===== config.mk =====
export PLATFORM = sky130hd
export DESIGN_NAME = merge_arb2_flat
export DESIGN_NICKNAME = d
export VERILOG_FILES = /design/src/rtl/merge_arb2_pkg.sv /design/src/rtl/merge_arb2_if.sv /design/src/rtl/merge_arb2_fifo2.sv /design/src/rtl/merge_arb2.sv /design/src/flat_wrapper.sv
export SDC_FILE = /design/constraint.sdc
export NUM_CORES = 1
export LEC_CHECK = 0
export CORE_ASPECT_RATIO = 0.75
export CORE_MARGIN = 8
export CORE_UTILIZATION = 30
export CTS_BUF_LIST = sky130_fd_sc_hd__clkbuf_4
export DETAILED_ROUTE_END_ITERATION = 6
export DONT_BUFFER_PORTS = 1
export PLACE_DENSITY = 0.55
export SYNTH_ARGS = -nofsm -noshare
export SYNTH_HDL_FRONTEND = slang
export SYNTH_SLANG_ARGS = --single-unit

===== constraint.sdc =====
create_clock -name clk -period 1.55 [get_ports clk]
set_input_delay 0 -clock clk [delete_from_list [all_inputs] [get_ports clk]]
set_output_delay 0 -clock clk [all_outputs]
set_load 0.1 [all_outputs]

===== src/rtl/merge_arb2_pkg.sv =====
// Shared types for the 2:1 round-robin merger: beat width, source index and buffered beat.
// Pure declarations; no timing or flow control of its own.
package merge_pkg;

   localparam int DATA_W = 8;

   typedef logic src_t;

   typedef struct packed {
      src_t              src;
      logic [DATA_W-1:0] data;
   } beat_t;

endpackage


===== src/rtl/merge_arb2_if.sv =====
// Source/consumer handshake bundle for merge_arb2; slave is the merger, master drives it.
// Valid/ready on both sides; the merger never ties out_ready to in*_ready.
interface merge_arb2_if;
   import merge_pkg::*;

   logic [DATA_W-1:0] in0_data;
   logic              in0_valid;
   logic              in0_ready;
   logic [DATA_W-1:0] in1_data;
   logic              in1_valid;
   logic              in1_ready;
   logic [DATA_W-1:0] out_data;
   logic              out_src;
   logic              out_valid;
   logic              out_ready;

   modport slave (
      input  in0_data, in0_valid, in1_data, in1_valid, out_ready,
      output in0_ready, in1_ready, out_data, out_src, out_valid
   );

   modport master (
      output in0_data, in0_valid, in1_data, in1_valid, out_ready,
      input  in0_ready, in1_ready, out_data, out_src, out_valid
   );

endinterface


===== src/rtl/merge_arb2_fifo2.sv =====
// Two-entry beat FIFO; write visible at the head one cycle later, read data straight from storage.
// Caller must not write when full or read when empty; full/empty come from registered count only.
module merge_fifo2
   import merge_pkg::*;
(
   input  logic  clk,
   input  logic  rst_n,
   input  logic  wr_en,
   input  beat_t wr_beat,
   input  logic  rd_en,
   output beat_t rd_beat,
   output logic  full,
   output logic  empty
);

   beat_t      mem_q [2];
   logic       wr_ptr_q;
   logic       rd_ptr_q;
   logic [1:0] count_q;
   logic [1:0] count_d;

   always_comb begin
      count_d = count_q;
      case ({wr_en, rd_en})
         2'b10:   count_d = count_q + 2'd1;
         2'b01:   count_d = count_q - 2'd1;
         default: count_d = count_q;
      endcase
   end

   always_ff @(posedge clk or negedge rst_n) begin
      if (!rst_n) begin
         mem_q[0] <= '0;
         mem_q[1] <= '0;
         wr_ptr_q <= 1'b0;
         rd_ptr_q <= 1'b0;
         count_q  <= 2'd0;
      end else begin
         if (wr_en) begin
            mem_q[wr_ptr_q] <= wr_beat;
            wr_ptr_q        <= ~wr_ptr_q;
         end
         if (rd_en) begin
            rd_ptr_q <= ~rd_ptr_q;
         end
         count_q <= count_d;
      end
   end

   // Head is shown even when empty; the stale entry is harmless to the consumer.
   assign rd_beat = mem_q[rd_ptr_q];
   assign full    = (count_q == 2'd2);
   assign empty   = (count_q == 2'd0);

endmodule


===== src/rtl/merge_arb2.sv =====
// Round-robin 2:1 merger tagging each beat with its source; accept-to-out_valid latency is 1 cycle.
// Readies drop while the 2-entry buffer is full, independent of out_ready; non-granted input waits.
module merge_arb2
   import merge_pkg::*;
(
   input  logic             clk,
   input  logic             rst_n,
   merge_arb2_if.slave      bus
);

   logic  rr_q;
   logic  rr_d;
   logic  grant_vld;
   src_t  grant_src;
   logic  rdy_ok;
   logic  acc;
   logic  pop;
   logic  full;
   logic  empty;
   beat_t wr_beat;
   beat_t rd_beat;

   always_comb begin
      grant_vld = bus.in0_valid | bus.in1_valid;
      grant_src = (bus.in0_valid && bus.in1_valid) ? rr_q : bus.in1_valid;
      // Gating with rst_n keeps both readies low while reset is held.
      rdy_ok    = rst_n & ~full;
      acc       = rdy_ok & grant_vld;
      wr_beat   = '{src: grant_src, data: (grant_src ? bus.in1_data : bus.in0_data)};
      pop       = ~empty & bus.out_ready;
      rr_d      = acc ? ~grant_src : rr_q;
   end

   assign bus.in0_ready = acc & (grant_src == 1'b0);
   assign bus.in1_ready = acc & (grant_src == 1'b1);

   always_ff @(posedge clk or negedge rst_n) begin
      if (!rst_n) begin
         rr_q <= 1'b0;
      end else begin
         rr_q <= rr_d;
      end
   end

   merge_fifo2 u_fifo (
      .clk     (clk),
      .rst_n   (rst_n),
      .wr_en   (acc),
      .wr_beat (wr_beat),
      .rd_en   (pop),
      .rd_beat (rd_beat),
      .full    (full),
      .empty   (empty)
   );

   assign bus.out_valid = ~empty;
   assign bus.out_data  = rd_beat.data;
   assign bus.out_src   = rd_beat.src;

endmodule

===== src/flat_wrapper.sv =====
// flat-port wrapper written by rule: the top's interface ports become plain ports
module merge_arb2_flat import merge_pkg::*;
  (clk, rst_n, bus_in0_data, bus_in0_valid, bus_in1_data, bus_in1_valid, bus_out_ready, bus_in0_ready, bus_in1_ready, bus_out_data, bus_out_src, bus_out_valid);
  merge_arb2_if bus_i ();
  input  logic clk;
  input  logic rst_n;
  input wire logic [$bits(bus_i.in0_data)-1:0] bus_in0_data;
  input wire logic [$bits(bus_i.in0_valid)-1:0] bus_in0_valid;
  input wire logic [$bits(bus_i.in1_data)-1:0] bus_in1_data;
  input wire logic [$bits(bus_i.in1_valid)-1:0] bus_in1_valid;
  input wire logic [$bits(bus_i.out_ready)-1:0] bus_out_ready;
  output wire logic [$bits(bus_i.in0_ready)-1:0] bus_in0_ready;
  output wire logic [$bits(bus_i.in1_ready)-1:0] bus_in1_ready;
  output wire logic [$bits(bus_i.out_data)-1:0] bus_out_data;
  output wire logic [$bits(bus_i.out_src)-1:0] bus_out_src;
  output wire logic [$bits(bus_i.out_valid)-1:0] bus_out_valid;
  assign bus_i.in0_data = bus_in0_data;
  assign bus_i.in0_valid = bus_in0_valid;
  assign bus_i.in1_data = bus_in1_data;
  assign bus_i.in1_valid = bus_in1_valid;
  assign bus_i.out_ready = bus_out_ready;
  assign bus_in0_ready = bus_i.in0_ready;
  assign bus_in1_ready = bus_i.in1_ready;
  assign bus_out_data = bus_i.out_data;
  assign bus_out_src = bus_i.out_src;
  assign bus_out_valid = bus_i.out_valid;
  merge_arb2 u_core (.clk(clk), .rst_n(rst_n), .bus(bus_i));
endmodule

==> impl_metrics.toml, run 1 <==
[global_route]
globalRouteTotalUtil = 0.113
grt_max_degree = 24
gr-usage-met3 = 0.0271
grt_use_met2 = 0.180
antenna_found_initial = 0
grt_pass1_vias = 1146
grt_use_met1 = 0.143
grt_pass1_wl_um = 5880
grt-ovfl-total = 0
grt.busiest_layer = "met2"

[finish]
antennaDiodeCount = 0
final_nets = 174
syn2layout_area_growth_pct = 36.5
layout-drive-gt1-share = 0.272
nFillCells = 383
final_cell_count_no_fill = 206
multi_input_area_um2 = 613
layout.area.seq_um2 = 577
design_area_um2 = 1690

[timing]
max_freq_mhz = 669
finalSetupViolations = 0
finalHoldViolCount = 0
fin_crit_sh = 0.964
relSlewSlack = 0.282
rsz0062_at_grt = "false"
fin_crit_ps = 1490
worstMarginPinSlew_ps = 1070
fin_skew_ps = 8.76
slew_viol_final = 0

[synthesis]
synth-edff-count = 0
synthTopCellsByArea = "dfrtp_1 47%, a31oi_1 16%, mux2_1 9.1%"
async_flop_share = 1.00
syn_inst = 115
syn_nets = 137
synth_seq_cells = 23
ys.flop_type = "dfrtp_1"
yosysUniqueCellTypes = 22
synth_common_cells = "32 x a31oi_1, 23 x dfrtp_1, 10 x mux2_1"
synth_area_um2 = 1240
yosysTopAreaCellShare = 0.466
yosysMostFrequentCell = "a31oi_1"
yosysWarnings = 0
synth_top_area_cell = "dfrtp_1"
syn-mean-instance-area_um2 = 10.7
yosysSeqAreaShare = 0.466

[worst_hold_path]
min_from = "bus_in1_valid"
holdCritPathClass = "primary input to flip-flop"

[clock_tree]
clkSlewWorstSetupHoldPaths_ps = 120
clock_latency_ps = 310
cts_buffers = 3
numClockSinks = 23
htreeDepth = 1
clockBufferDepth = 2
cts-root-buf = "clkbuf_4"
tritoncts = "built"

[run_status]
status = "complete, no violations"

[setup_path]
crit_required_ps = 1550
cp-startpoint = "u_core.u_fifo.rd_ptr_q"
cp-start-kind = "flip-flop"
crit_type = "flip-flop to primary output"
worstPathArrival_ps = 1490
crit_path_end_kind = "primary output"
reg2reg_from = "u_core.u_fifo.count_q[1]"
worst-path-max-fanout = 10

[die]
row_count = 20
initial_core_util = 0.309
die_h_um = 71.6
die_x_um = 90.1
pin_count = 33
coreArea_um2 = 4000
die_area_um2 = 6450

[placed_design]
dp_hpwl_um = 2450
placed_cells = 179
io_buffers = 0
gp_congestion = 0.755
placed_cell_area_um2 = 1410

[route]
ant_nets = 0
drc = 0
viasPerCell = 5.41
first_iter_violations = 67
routedWlPerCell_um = 17.9
drt_first_pass_iters = 4
wl_um = 3680
vias = 1114

[run]
drv_cap = 0
[critical path, stage by stage (launching register included)]
cell and delay (ps):
dfrtp_2 570, mux2_1 370, buf_4 240
[final timing paths]
check / endpoint / slack (ps) / depth (start not counted)
max in group asynchronous: u_core.u_fifo.rd_ptr_q / 510 / 1
min reg2reg: u_core.u_fifo.mem_q[17] / 520 / 1
max reg2reg: u_core.u_fifo.count_q[1] / 60 / 6
max: bus_out_data[7] / 60 / 2
min: u_core.u_fifo.mem_q[15] / 100 / 3
min in group asynchronous: u_core.u_fifo.mem_q[0] / 320 / 1
[through the flow]
stage | TNS, ps | hold WS, ps | setup WS, ps | utilization
2_1_floorplan | -142 | -296 | -53.2 | -
3_3_place_gp | 0 | -295 | 124 | 0.353
3_5_place_dp | 0 | -295 | 27.6 | 0.353
4_1_cts | 0 | 77.8 | 5.08 | 0.412
5_1_grt | 0 | 104 | 1.10 | 0.422
6_report | 0 | 95.1 | 56.0 | 0.422
[state kept, by name (all words and copies together) (netlist names)]
name / count
u_core.u_fifo.wr_ptr_q: 1
u_core.u_fifo.rd_ptr_q: 1
u_core.u_fifo.count_q: 2
u_core.rr_q: 1
u_core.u_fifo.mem_q: 18
[metal layers]
metal / wire, um / part of all wire
met1: 1660 / 0.45
met3: 256 / 0.070
met4: 89 / 0.024
met5: 0 / 0
met2: 1670 / 0.45
[cell families after synthesis]
| group | count (synthesis) | share of synthesized area |
|---|---|---|
| flip-flops | 23 | 0.466 |
| XOR/XNOR | 5 | 0.0354 |
| adder cells (fa/ha/maj) | 1 | 0.0101 |
| multiplexers | 12 | 0.115 |
| buffers and inverters | 13 | 0.0668 |
| AND/OR/NAND/NOR | 11 | 0.0536 |
| AO/OA/AOI/OAI | 50 | 0.253 |
[cell usage in the layout (no fill, tap or decap)]
master         netlist  final
mux2_1              10     10
o21ai_0              9      8
and2_4               0      1
mux2_4               2      2
dfrtp_2              0      1
inv_1                2      2
nor2_4               0      2
clkbuf_4             0      4
ha_2                 0      1
and3_4               2      2
nand2_1              1      1
or2_4                0      1
buf_4                0     21
buf_12               0      2
nor2_2               0      1
inv_2                1      1
dlygate4sd3_1        0     19
a31oi_1             32     32
dfrtp_1             23     22
nand2b_4             0      1
o21a_1               1      1
o211ai_1             8      8
nor2_1               4      1
o21ai_1              0      1
xor2_1               2      2
xnor2_1              3      3
nor2b_2              0      1
[layout make-up]
cell class              count  share of cell area
well taps                  55              0.0408
inverters                   3             0.00667
clock buffers               4              0.0178
flip-flops and latches     23               0.342
multi-input cells          79               0.363
repair buffers             42               0.230
[timing repair]
action,in CTS,in global routing
endpoints found under the hold margin,41,0
setup buffers,1,3
hold buffers,19,0
pin swaps,0,1
gates resized for setup,3,5
endpoints found under the setup margin,12,3
Power of run 1 is left out: the tool's default activity adds up to more than one toggle a clock period on the data nets, which glitch-free logic cannot reach.
==> inputs of run 2 (changes only) <==
Settings changed: CELL_PAD_IN_SITES_DETAIL_PLACEMENT from default to 1, CELL_PAD_IN_SITES_GLOBAL_PLACEMENT from default to 2, PLACE_DENSITY 0.55 to 0.74.
==> run 2 against run 1 <==
Effect of this change: flip-flop and latch count unchanged; critical endpoint unchanged; cell count up 0.97%; highest routed layer unchanged; largest cell class unchanged; register-to-register slack gained 40 ps; non-clock buffer count rose by 2; worst hold slack got worse by 7.6 ps; first-iteration DRC count down 9.0%.
==> impl_metrics.toml, run 2 (synthesis results as in run 1) <==
[finish]
layout-drive-gt1-share = 0.268
final_cell_mix = "32 x a31oi_1, 22 x buf_4, 22 x dfrtp_1"
syn2layout_area_growth_pct = 37.1
layout.area.seq_um2 = 577
largest_register_ff_count = 18
multi_input_area_um2 = 593
reg_top3 = "u_core.u_fifo.mem_q x18, u_core.u_fifo.count_q x2"
final_nets = 176
final_common_cell = "a31oi_1"
antennaDiodeCount = 0
final_cell_count_no_fill = 208
nFillCells = 456
top_register = "u_core.u_fifo.mem_q"

[clock_tree]
numClockSinks = 23
clkSlewWorstSetupHoldPaths_ps = 130
htreeDepth = 1
clockBufferDepth = 2
tritoncts = "built"
clock_latency_ps = 320
cts-root-buf = "clkbuf_4"
cts_buffers = 3

[timing]
finalSetupViolations = 0
fin_crit_sh = 0.975
fin_skew_ps = 1.71
finalHoldViolCount = 0
slew_viol_final = 0
rsz0062_at_grt = "true"
relSlewSlack = 0.769
max_freq_mhz = 662
fin_crit_ps = 1510
worstMarginPinSlew_ps = 345

[setup_path]
crit_path_end_kind = "primary output"
cp-start-kind = "flip-flop"
worstPathArrival_ps = 1510
crit_type = "flip-flop to primary output"
crit_chain = "mux2_1, buf_4"
cp_slowest_stage_delay_ps = 570
worst-path-max-fanout = 10
cp_slowest_cell = "dfrtp_2"
crit_required_ps = 1550
r2r_cells = 5

[route]
drc = 0
wl_um = 4000
highest_layer = "met4"
met2WireLength_um = 1940
wl_met1_um = 1840
viasPerCell = 5.40
vias = 1124
routedWlPerCell_um = 19.2
drt_first_pass_iters = 4
wl_met3_um = 188
ant_nets = 0
first_iter_violations = 61

[global_route]
antenna_found_initial = 0
grt_max_degree = 24
globalRouteTotalUtil = 0.129
grt_pass1_vias = 1252
grt_pass1_wl_um = 6590
grt-ovfl-total = 0

[worst_hold_path]
holdCritPathClass = "primary input to asynchronous set/reset pin"

[die]
row_count = 20
coreArea_um2 = 4000
pin_count = 33
die_h_um = 71.6
initial_core_util = 0.309
die_area_um2 = 6450
die_x_um = 90.1

[run]
drv_cap = 0

[placed_design]
placed_cells = 181
gp_congestion = 0.745
io_buffers = 0
dp_hpwl_um = 2700

[run_status]
status = "complete, no violations"
==> run 2: cell types whose count changed in the layout (fill, tap and decap cells not counted) <==
cell / previous run / this run
nand2b_4: 1 / 0
nor2_1: 1 / 2
buf_12: 2 / 3
nor2_2: 1 / 2
o21ai_1: 1 / 0
nand2b_1: 0 / 1
buf_4: 21 / 22
o21ai_0: 8 / 9
nor2_4: 2 / 0
==> run 2: metal layers <==
metal / up-vias / global-route usage
li1: 520 / -
met1: 569 / 0.158
met2: 33 / 0.223
met3: 2 / 0.0386
met4: 0 / 0.0165
met5: - / 0
==> run 2: what timing repair did <==
action | in CTS | in global routing
endpoints found under the hold margin | 41 | 0
gates resized for setup | 2 | 0
hold buffers | 20 | 0
pin swaps | 0 | 1
endpoints found under the setup margin | 11 | 3
buffers inserted | 2 | 1
==> run 2: critical path: cells and delay by family, from the launching register on <==
kind / cells / cell delay (ps)
multiplexers: 1 / 380
buffers and inverters: 1 / 240
flip-flops: 1 / 570
==> run 2: through the flow <==
stage | setup TNS, ps | hold slack (ps) | util | setup WS [ps] | area, um^2
3_5_place_dp | 0 | -295 | 0.357 | 74.5 | 1430
4_1_cts | 0 | 85.5 | 0.422 | 39.1 | 1690
3_3_place_gp | 0 | -295 | 0.357 | 120 | 1430
6_report | 0 | 87.5 | 0.423 | 38.9 | 1700
5_1_grt | -45.1 | 82.4 | 0.423 | -24.3 | 1700
2_1_floorplan | -142 | -296 | - | -53.2 | 1250
==> run 2: final cells by class <==
type / instances / area share
multi-input cells: 79 / 0.350
flip-flops and latches: 23 / 0.340
repair buffers: 44 / 0.245
well taps: 55 / 0.0406
clock buffers: 4 / 0.0177
inverters: 3 / 0.00664
==> run 2: worst paths after layout <==
kind	startpoint	endpoint	slack, ps
setup / recovery	u_core.u_fifo.rd_ptr_q	bus_out_data[7]	40
hold / removal	rst_n	u_core.rr_q	90
setup reg to reg	u_core.u_fifo.count_q[0]	u_core.u_fifo.count_q[1]	100
hold reg to reg	u_core.u_fifo.count_q[1]	u_core.u_fifo.count_q[1]	510
max in group asynchronous	rst_n	u_core.u_fifo.rd_ptr_q	1310
min in group clk	bus_in1_valid	u_core.u_fifo.mem_q[15]	90
Power of run 2 is left out for the same reason.
==> inputs of run 3 (changes only) <==
Settings changed: CORE_MARGIN 8 to default.
Clock period 1.55 ns to 1.8 ns, I/O delays scaled along.
==> run 3 against run 2 <==
Effect of this change: critical path depth did not move; highest routed layer unchanged; non-clock buffer count fell by 6; design area fell by 4.1%; die area fell by 32%.
==> impl_metrics.toml, run 3 (synthesis results as in run 1) <==
[finish]
fin_util = 0.427
top_register = "u_core.u_fifo.mem_q"
final_cell_count_no_fill = 199
layout-drive-gt1-share = 0.218
nFillCells = 431
final_cell_mix = "32 x a31oi_1, 23 x dfrtp_1, 19 x dlygate4sd3_1"
reg_top3 = "u_core.u_fifo.mem_q x18, u_core.u_fifo.count_q x2"
multi_input_area_um2 = 586
final_common_cell = "a31oi_1"
antennaDiodeCount = 0
layout.area.seq_um2 = 576
final_nets = 170
syn2layout_area_growth_pct = 31.5
largest_register_ff_count = 18

[timing]
fin_crit_ps = 1670
relSlewSlack = 0.295
finalHoldViolCount = 0
fin_crit_sh = 0.926
rsz0062_at_grt = "false"
fin_ws_ps = 133
slew_viol_final = 0
max_freq_mhz = 600
finalSetupViolations = 0
fin_skew_ps = 8.25
worstMarginPinSlew_ps = 1050

[clock_tree]
tritoncts = "built"
clockBufferDepth = 2
postCtsSetupBuffers = 0
htreeDepth = 1
clock_latency_ps = 320
clkSlewWorstSetupHoldPaths_ps = 130
numClockSinks = 23
cts_buffers = 3
cts-root-buf = "clkbuf_4"

[global_route]
grt.busiest_layer = "met2"
grt_use_met2 = 0.335
grt_pass1_vias = 1238
grt-ovfl-total = 0
gr-usage-met3 = 0.0544
grt_max_degree = 24
grt_pass1_wl_um = 6530
globalRouteTotalUtil = 0.197
grt_use_met1 = 0.255
antenna_found_initial = 0

[worst_hold_path]
holdCritPathClass = "primary input to flip-flop"

[die]
die_h_um = 57.6
row_count = 19
die_x_um = 76.1
initial_core_util = 0.325
die_area_um2 = 4380
coreArea_um2 = 3800
pin_count = 33

[placed_design]
gp_congestion = 0.798
post-place-ws_ps = 185
placed_cells = 176
dp_hpwl_um = 2630
io_buffers = 0

[setup_path]
worst-path-max-fanout = 10
crit_type = "flip-flop to primary output"
cp-start-kind = "flip-flop"
crit_path_end_kind = "primary output"
crit_required_ps = 1800
worstPathArrival_ps = 1670

[route]
drc = 0
ant_nets = 0
viasPerCell = 5.54
drt_first_pass_iters = 4
routedWlPerCell_um = 19.5
first_iter_violations = 44
vias = 1102
wl_um = 3880

[run_status]
status = "complete, no violations"

[run]
drv_cap = 0
-- run 3: changes by cell type in the layout (fill, tap and decap cells not counted), sizes merged --
cell / change
buf: -6
-- run 3: worst paths after layout --
path / endpoint / cells after the start / from / slack [ps]
max in group asynchronous: u_core.u_fifo.mem_q[9] / 1 / rst_n / 860
worst min register to register: u_core.u_fifo.count_q[1] / 1 / u_core.u_fifo.count_q[1] / 520
worst min-delay path: u_core.u_fifo.mem_q[14] / 3 / bus_in1_valid / 120
worst max-delay path: bus_out_data[3] / 2 / u_core.u_fifo.rd_ptr_q / 130
worst max register to register: u_core.u_fifo.count_q[1] / 5 / u_core.u_fifo.count_q[1] / 180
min in group asynchronous: u_core.u_fifo.rd_ptr_q / 1 / rst_n / 300
-- run 3: repair_timing --
| action | in CTS | in global routing |
|---|---|---|
| resized for setup | 0 | 1 |
| hold buffers | 19 | 0 |
| setup endpoints to repair | 0 | 2 |
| hold endpoints to repair | 41 | 0 |
-- run 3: layer usage --
| layer | vias to the layer above | wire [um] |
|---|---|---|
| met4 | 0 | 19 |
| met3 | 2 | 193 |
| met2 | 31 | 1820 |
| met1 | 564 | 1850 |
| li1 | 505 | - |
| met5 | - | 0 |
-- run 3: cell type report --
class | count | share of cell area
Timing Repair Buffer | 38 | 0.220
Sequential cell | 23 | 0.354
Clock buffer | 4 | 0.0185
Tap cell | 52 | 0.0400
Inverter | 3 | 0.00693
Multi-Input combinational cell | 79 | 0.360
-- run 3: critical path, cell delays in order, from the launching register on --
cell and delay (ps):
dfrtp_1 720, mux2_1 390, buf_4 240
-- run 3: metrics by stage --
step	TNS [ps]	area (um^2)	hold WS (ps)
2_1_floorplan	-489	1240	-296
3_3_place_gp	0	1400	-295
3_5_place_dp	0	1400	-295
4_1_cts	0	1620	98.4
5_1_grt	0	1630	132
6_report	0	1630	115
Power of run 3 is left out for the same reason.
